--- src/rtl/bp_pkg.sv ---
// Shared types and helpers for the branch predictor: BTB entry layout,
// direction-counter constants and the saturating counter update.
package bp_pkg;

   localparam logic [1:0] CTR_WEAK_T   = 2'b10;
   localparam logic [1:0] CTR_STRONG_T = 2'b11;
   localparam logic [1:0] CTR_RESET    = 2'b01;

   // Tag and target are held zero-extended to 32 bits so one entry type
   // serves every PC_W; the unused upper bits are constant zero.
   typedef struct packed {
      logic        valid;
      logic [31:0] tag;
      logic [31:0] target;
      logic [1:0]  ctr;
   } btb_entry_t;

   localparam int unsigned ENTRY_W = $bits(btb_entry_t);

   function automatic logic [1:0] ctr_update(input logic [1:0] ctr, input logic taken);
      if (taken) begin
         return (ctr == 2'b11) ? ctr : ctr + 2'd1;
      end
      return (ctr == 2'b00) ? ctr : ctr - 2'd1;
   endfunction

endpackage

--- src/rtl/btb_table.sv ---
// Flop-based BTB storage: two combinational read ports (fetch and EX),
// one synchronous write port, single-cycle clear of every entry on reset.
module btb_table
   import bp_pkg::*;
#(
   parameter int unsigned ENTRIES = 16,
   parameter int unsigned IDX_W   = $clog2(ENTRIES)
) (
   input  logic               clk,
   input  logic               reset,
   input  logic [IDX_W-1:0]   i_rd0_idx,
   output logic [ENTRY_W-1:0] o_rd0_entry,
   input  logic [IDX_W-1:0]   i_rd1_idx,
   output logic [ENTRY_W-1:0] o_rd1_entry,
   input  logic               i_wr_en,
   input  logic [IDX_W-1:0]   i_wr_idx,
   input  logic [ENTRY_W-1:0] i_wr_entry
);

   btb_entry_t r_mem [ENTRIES];

   always_ff @(posedge clk) begin
      if (reset) begin
         for (int unsigned i = 0; i < ENTRIES; i++) begin
            r_mem[i] <= '{valid: 1'b0, tag: '0, target: '0, ctr: CTR_RESET};
         end
      end else if (i_wr_en) begin
         r_mem[i_wr_idx] <= i_wr_entry;
      end
   end

   // Reads see the pre-write contents; no bypass from the write port.
   assign o_rd0_entry = r_mem[i_rd0_idx];
   assign o_rd1_entry = r_mem[i_rd1_idx];

endmodule

--- src/rtl/branch_predict_unit.sv ---
// Branch unit: same-cycle BTB prediction for fetch, EX-stage resolution with
// redirect on mispredict, BTB training policy and saturating statistics.
module branch_predict_unit
   import bp_pkg::*;
#(
   parameter int unsigned PC_W    = 9,
   parameter int unsigned ENTRIES = 16,
   parameter int unsigned CNT_W   = 16
) (
   input  logic             clk,
   input  logic             reset,
   input  logic [PC_W-1:0]  if_pc,
   output logic             pred_taken,
   output logic [31:0]      pred_target,
   input  logic             ex_valid,
   input  logic [PC_W-1:0]  ex_pc,
   input  logic [31:0]      ex_imm,
   input  logic             ex_branch,
   input  logic             ex_jal,
   input  logic             ex_jalr,
   input  logic [31:0]      ex_alu_result,
   input  logic             ex_pred_taken,
   input  logic [31:0]      ex_pred_target,
   output logic [31:0]      pc_imm,
   output logic [31:0]      pc_four,
   output logic             redirect,
   output logic [31:0]      redirect_pc,
   output logic [CNT_W-1:0] branch_count,
   output logic [CNT_W-1:0] mispredict_count
);

   localparam int unsigned IDX_W = $clog2(ENTRIES);

   logic [IDX_W-1:0]   w_if_idx;
   logic [IDX_W-1:0]   w_ex_idx;
   logic [31:0]        w_if_tag;
   logic [31:0]        w_ex_tag;
   logic [ENTRY_W-1:0] w_if_raw;
   logic [ENTRY_W-1:0] w_ex_raw;
   btb_entry_t         w_if_entry;
   btb_entry_t         w_ex_entry;
   btb_entry_t         w_wr_entry;
   logic               w_wr_en;
   logic               w_if_hit;
   logic               w_ex_hit;
   logic               w_active;
   logic               w_taken;
   logic               w_mispredict;
   logic [31:0]        w_pc_ext;
   logic [31:0]        w_stored_tgt;
   logic [CNT_W-1:0]   r_branch_count;
   logic [CNT_W-1:0]   r_mispredict_count;
   logic               w_unused;

   assign w_if_idx = if_pc[IDX_W+1:2];
   assign w_ex_idx = ex_pc[IDX_W+1:2];
   assign w_if_tag = 32'(if_pc[PC_W-1:IDX_W+2]);
   assign w_ex_tag = 32'(ex_pc[PC_W-1:IDX_W+2]);
   assign w_unused = ^if_pc[1:0];

   btb_table #(
      .ENTRIES (ENTRIES),
      .IDX_W   (IDX_W)
   ) u_btb (
      .clk         (clk),
      .reset       (reset),
      .i_rd0_idx   (w_if_idx),
      .o_rd0_entry (w_if_raw),
      .i_rd1_idx   (w_ex_idx),
      .o_rd1_entry (w_ex_raw),
      .i_wr_en     (w_wr_en),
      .i_wr_idx    (w_ex_idx),
      .i_wr_entry  (w_wr_entry)
   );

   assign w_if_entry = w_if_raw;
   assign w_ex_entry = w_ex_raw;

   assign w_if_hit    = w_if_entry.valid && (w_if_entry.tag == w_if_tag);
   assign pred_taken  = w_if_hit & w_if_entry.ctr[1];
   assign pred_target = pred_taken ? w_if_entry.target : '0;

   assign w_pc_ext    = 32'(ex_pc);
   assign pc_imm      = ex_jalr ? {ex_alu_result[31:1], 1'b0} : w_pc_ext + ex_imm;
   assign pc_four     = w_pc_ext + 32'd4;

   assign w_active     = ex_valid & (ex_branch | ex_jal | ex_jalr);
   assign w_taken      = ex_jal | ex_jalr | (ex_branch & ex_alu_result[0]);
   assign w_mispredict = (w_taken != ex_pred_taken) || (w_taken && (ex_pred_target != pc_imm));
   assign redirect     = w_active & w_mispredict;
   assign redirect_pc  = w_taken ? pc_imm : pc_four;

   // Targets beyond the PC range are truncated on store.
   assign w_stored_tgt = 32'(pc_imm[PC_W-1:0]);
   assign w_ex_hit     = w_ex_entry.valid && (w_ex_entry.tag == w_ex_tag);

   always_comb begin
      w_wr_en    = 1'b0;
      w_wr_entry = w_ex_entry;
      if (w_active) begin
         if (ex_jal | ex_jalr) begin
            w_wr_en           = 1'b1;
            w_wr_entry.valid  = 1'b1;
            w_wr_entry.tag    = w_ex_tag;
            w_wr_entry.target = w_stored_tgt;
            w_wr_entry.ctr    = CTR_STRONG_T;
         end else if (w_ex_hit) begin
            w_wr_en        = 1'b1;
            w_wr_entry.ctr = ctr_update(w_ex_entry.ctr, w_taken);
            if (w_taken) begin
               w_wr_entry.target = w_stored_tgt;
            end
         end else if (w_taken) begin
            w_wr_en           = 1'b1;
            w_wr_entry.valid  = 1'b1;
            w_wr_entry.tag    = w_ex_tag;
            w_wr_entry.target = w_stored_tgt;
            w_wr_entry.ctr    = CTR_WEAK_T;
         end
      end
   end

   always_ff @(posedge clk) begin
      if (reset) begin
         r_branch_count     <= '0;
         r_mispredict_count <= '0;
      end else begin
         if (w_active && (r_branch_count != '1)) begin
            r_branch_count <= r_branch_count + 1'b1;
         end
         if (redirect && (r_mispredict_count != '1)) begin
            r_mispredict_count <= r_mispredict_count + 1'b1;
         end
      end
   end

   assign branch_count     = r_branch_count;
   assign mispredict_count = r_mispredict_count;

endmodule

--- config.mk ---
export PLATFORM = sky130hd
export DESIGN_NAME = branch_predict_unit
export DESIGN_NICKNAME = d
export VERILOG_FILES = /design/src/rtl/bp_pkg.sv /design/src/rtl/btb_table.sv /design/src/rtl/branch_predict_unit.sv
export SDC_FILE = /design/constraint.sdc
export NUM_CORES = 2
export LEC_CHECK = 0
export CELL_PAD_IN_SITES_DETAIL_PLACEMENT = 2
export CELL_PAD_IN_SITES_GLOBAL_PLACEMENT = 2
export CORE_MARGIN = 2
export CORE_UTILIZATION = 40
export DETAILED_ROUTE_END_ITERATION = 16
export HOLD_SLACK_MARGIN = 0.12
export PLACE_DENSITY = 0.89
export SLEW_MARGIN = 20
export SYNTH_ARGS = -nofsm -noshare
export SYNTH_HDL_FRONTEND = slang
export SYNTH_SLANG_ARGS = --single-unit
--- constraint.sdc ---
create_clock -name clk -period 7.3 [get_ports clk]
set_clock_uncertainty 0.15 [all_clocks]
set_input_delay 2.19 -clock clk [delete_from_list [all_inputs] [get_ports clk]]
set_output_delay 2.19 -clock clk [all_outputs]
set_load 0.05 [all_outputs]
# After elaboration in Yosys (flattened, before gate mapping)
# Memory sizes are Yosys's and may differ from the RTL's.
# Cells that the tools add are included.
# classes
n_addsub	6
n_eq_ne	7
muxes	28
bitwise_logic	8
reduce_logical	8
# ops
op	count
67-bit two-way mux	4
32-bit two-way mux	4
67-bit OR reduction	1
32-bit by 3-bit == test with 1-bit output	2
34-bit two-way mux	1
33-bit two-way mux	1
16-bit by 1-bit adder with 16-bit output, second input constant	2
9-bit by 32-bit adder with 32-bit output	1
16-bit inequality test, second input constant	2
32-bit inequality test	1
1-bit two-way mux	13
9-bit by 3-bit adder with 10-bit output, second input constant	1
2-bit two-way mux	4
1-bit logical AND	5
1-bit AND	4
4-bit two-way mux	1
1-bit OR	4
2-bit by 1-bit adder with 2-bit output, second input constant	1
2-bit == test, second input constant	1
2-bit logical NOT	1
2-bit by 1-bit subtractor with 2-bit output, second input constant	1
1-bit logical OR	1
1-bit inequality test	1
# totals
regBits	32
mem_bits_rw	1072
inputBits	121
output_inout_bits	162
memories	1
# mem_list
memory	words	width	read_ports	rd_ports_with_merged_regs	write_ports	line	text
u_btb.r_mem	16	67	2	0	16	btb_table.sv:20	btb_entry_t r_mem [ENTRIES];

# Depth between registers and ports, before layout
# logic_depth
word_depth	11
ltp_mapped	17
ltp_nobuf	14

# By module
# A second synthesis with hierarchy kept.
# unflattened
hier_cells	4334
area_unflattened_um2	61073.6
# modules_own_cells
module	n_inst	cells_per_inst	area_each_um2	seq_area_each_um2
btb_table	1	3489	55319.3	32190.9
branch_predict_unit	1	845	5754.3	640.6

# Least setup slack after synthesis
# No wires, ideal clock.
# synth_path
path_type	in2out
start	in ex_pc[6]
end	out redirect
t_arrival_ns	5.735
path_slack_ns	-0.775
path_stages	11
path_cell_list	ha_1 clkbuf_1 and3_1 nand2_1 a21oi_1 nor3_1 o31ai_1 o21ai_0 nor4_1 nand4_4 and2_1
# synth_via
elab_chain_cells	6
# synth_lines
item	line	text
start, declared	branch_predict_unit.sv:16	input logic [PC_W-1:0] ex_pc,
9-bit by 32-bit adder with 32-bit output	branch_predict_unit.sv:84	assign pc_imm = ex_jalr ? {ex_alu_result[31:1], 1'b0} : w_pc_ext + ex_imm;
32-bit two-way mux	branch_predict_unit.sv:84	
net pc_imm[9]	branch_predict_unit.sv:24	output logic [31:0] pc_imm,
32-bit inequality test	branch_predict_unit.sv:89	assign w_mispredict = (w_taken != ex_pred_taken) || (w_taken && (ex_pred_target != pc_imm));
1-bit logical AND	branch_predict_unit.sv:89	
1-bit logical OR	branch_predict_unit.sv:89	
1-bit AND	branch_predict_unit.sv:90	assign redirect = w_active & w_mispredict;
end, declared	branch_predict_unit.sv:26	output logic redirect,
# The timed path passes the listed nets, and every way through them passes these cells.

# Worst setup path after layout
# layout_path
start	in if_pc[2]
end	out pred_target[15]
# layout_via
elab_chain_cells	5
# layout_lines
item	line	text
start, declared	branch_predict_unit.sv:12	input logic [PC_W-1:0] if_pc,
memory read 16 x 67 bit (*)	n/a	
32-bit by 3-bit == test with 1-bit output	branch_predict_unit.sv:79	assign w_if_hit = w_if_entry.valid && (w_if_entry.tag == w_if_tag);
1-bit logical AND	branch_predict_unit.sv:79	
1-bit AND	branch_predict_unit.sv:80	assign pred_taken = w_if_hit & w_if_entry.ctr[1];
32-bit two-way mux (*)	branch_predict_unit.sv:81	assign pred_target = pred_taken ? w_if_entry.target : '0;
end, declared	branch_predict_unit.sv:14	output logic [31:0] pred_target,
# Mark *: on every way between the ends. The rest lies on a longest branch, timed or not.

==> results.cfg <==
[status]
run_status = finished with violations
violations = capacitance limit, slew limit, setup timing

[drt]
drtIter0Drc = 9207
dr.pass1.iters = 7
wl_per_cell_um = 51.0
drc = 0
routed_wl_mm = 319
final_antenna_net_count = 0
via_count = 46497
vias_per_cell = 7.42

[min_path]
whs_path_depth = 2
hp-class = flop to flop
hold_start = branch_count[9]
hold_end = branch_count[9]

[synth]
ys_seq_elements = 1104
synth_ff_type = edfxtp_1
async_flop_share_pct = 0
synth_edf_count = 1072
yosysSeqAreaShare_pct = 64.0
avgSynthCellArea_um2 = 14.8
ys_types = 81
synthCells = 3477
ys_warn_count = 0
synth_area_mm2 = 0.0513

[sta]
min_period_over_period_pct = 117
fmax_mhz = 117
fin_hold_ws_ps = 362
fin_setup_tns_ps = -49980
setup_ws_ps = -1270
hold_violations = 0
rsz0062_at_grt = yes
timing.final.max_slew_violations = 9
relSlewSlack_pct = -34.7
fin_crit_ps = 8570
worstMarginPinSlew_ps = 2000
setup-violations-final = 99

[clock_network]
ctsLongestPathBuffers = 3
htree_levels = 3
numClockSinks = 1104
cts_tree = done
cts_root_buf = clkbuf_16
clock_latency_ps = 820
clk_pin_slew_ps = 70
cts_made_buffers = 115

[job]
drv_cap = 5

[place]
place_inst = 5934
dp_hpwl_mm = 148
gp_congestion = 0.975
dpl_cell_area_mm2 = 0.0611
pre_cts_slack_ps = -996
numPortBuffers = 258

[critical_path]
crit_top_cell = buf_12
path_class = input pin to primary output
cp_top_family = simple AND/OR/NAND/NOR gates
timing.rr.end = u_btb.r_mem[4][34]
worstPathArrival_ps = 6230
worst_r2r_path_depth = 13
critPathLaunchType = input pin
r2r-start = u_btb.r_mem[9][41]
worstPathMaxFanout = 14
r2r_slack_ps = 610
critPathBufInv = 6
worstPathCellList = clkbuf_16 -> nand3_1 -> nor4_2 -> a31oi_1 -> a2111oi_4 -> buf_4 -> a41oi_2 -> mux2i_4 -> buf_12 -> buf_12 -> buf_16 -> and3_2 -> buf_12
crit_path_end_kind = primary output
max_stage_delay_ps = 1590
critPathSlowestCell = nor4_2
cp_data_required_time_ps = 4960

[layout]
utilization_pct = 52.3
layout_common_cells = edfxtp_1 (1072), nor2_1 (688), conb_1 (486)
final_area_mm2 = 0.0667
fill_cells = 11618
syn2layout_area_growth_pct = 29.9
nets = 4570
layout_commonest_cell = edfxtp_1
stdcell_count = 6265
final_layout_size_suffix_gt1_share_pct = 27.7

[floorplanning]
die_h_um = 362
initial_core_util_pct = 40.3
core_mm2 = 0.128
dieArea_mm2 = 0.131
io-pin-count = 283
rows = 131
dieWidth_um = 362

[global_route]
grt-ovfl-total = 0
grt_start_max_net_pins = 81
antenna_found_initial = 82
grt_util_all_layers_pct = 43.7
grt_pass1_vias = 45436
grt_pass1_wl_mm = 395

[power]
total_power_mw = 17.2
cellLeakagePower_nw = 23.9
pwr_density_cell_mw_per_mm2 = 257
ir_drop_mv = 0.217
-- repair_timing --
item / 4_1_cts / 5_1_grt
endpoints found under the setup margin: 85 / 94
gates resized for setup: 195 / 91
setup buffers: 25 / 16
pin swaps: 47 / 35
gates cloned: 9 / 2
hold buffers: 0 / 0
-- registers in the layout (all words and copies together) (netlist names) --
name              count
u_btb.r_mem        1072
mispredict_count     16
branch_count         16
-- synthesized netlist by cell type, types with 16 or more instances --
master,instances,area share (%)
buf_1,27,0.20
nand3_1,77,0.75
nor4_1,87,1.1
or3_1,16,0.19
nand2_1,137,1.0
inv_1,48,0.35
o211ai_1,17,0.25
o21ai_0,57,0.56
and3_1,46,0.56
mux2i_1,16,0.31
and2_1,26,0.32
mux4_2,363,16
clkbuf_1,157,1.1
or4_1,16,0.23
xnor2_1,46,0.78
nor2_1,695,5.1
dfxtp_1,32,1.2
edfxtp_1,1072,63
nor3_1,91,0.89
nand2b_1,25,0.30
xor2_1,40,0.68
buf_4,24,0.35
buf_2,65,0.63
a21oi_1,57,0.56
nand4_1,50,0.61
-- worst max path at each step --
stage          startpoint  cells after the start  slack [ps]               to
4_1_cts         ex_imm[0]                     15        -280         redirect
2_1_floorplan    ex_pc[8]                     12        -290         redirect
3_5_place_dp     ex_pc[0]                     16       -1000         redirect
5_1_grt         ex_imm[3]                     16       -1130         redirect
3_3_place_gp     ex_pc[0]                     16        -940         redirect
6_report         if_pc[2]                     13       -1270  pred_target[15]
-- area by class of cell --
cell class	count	area [µm²]	share of cell area [%]
multi-input combinational	2535	20200	30.2
antenna	74	185	0.278
clock buffer	137	3000	4.50
timing repair buffer	628	7370	11.1
clock inverter	76	897	1.34
tap	1662	2080	3.12
sequential	1104	32800	49.2
inverter	49	188	0.281
-- worst reg2reg max path, cell delays in order (launching register included) --
cell       delay, ps
edfxtp_1         460
nor3_1           610
nand4_1          310
a222oi_1         580
nand2_1          220
a2111oi_0        840
o21a_1           370
a31o_2           240
nand2_1          220
nand2_1          230
buf_12           220
nand3_2          230
buf_4            330
nor2_1          1220
-- layer usage --
layer | part of all wire, % | GRT usage, % | wire [µm]
met2 | 42 | 67.7 | 136000
met5 | 0.23 | 0.0370 | 726
met1 | 30 | 48.3 | 95200
met4 | 12 | 37.9 | 39000
met3 | 15 | 14.9 | 48900
-- cell families (layout without fill, tap and decap cells) --
kind of cell	after synthesis	in the layout	share of synthesized area (%)
buffers and inverters	323	890	2.71
AOI/OAI and AO/OA	243	243	3.14
and+or+nand+nor	1316	1316	11.9
adders and majority gates	17	17	0.424
xor gates and xnor gates	87	87	1.51
DFF	1104	1104	64.0
muxes	386	386	16.4
other	1	560	0.00730
-- power by group --
part           internal [mW]  switching [mW]
clock network           3.65            3.26
logic                  0.867            1.66
registers               7.34           0.375
(Power assumes the default switching activity.)
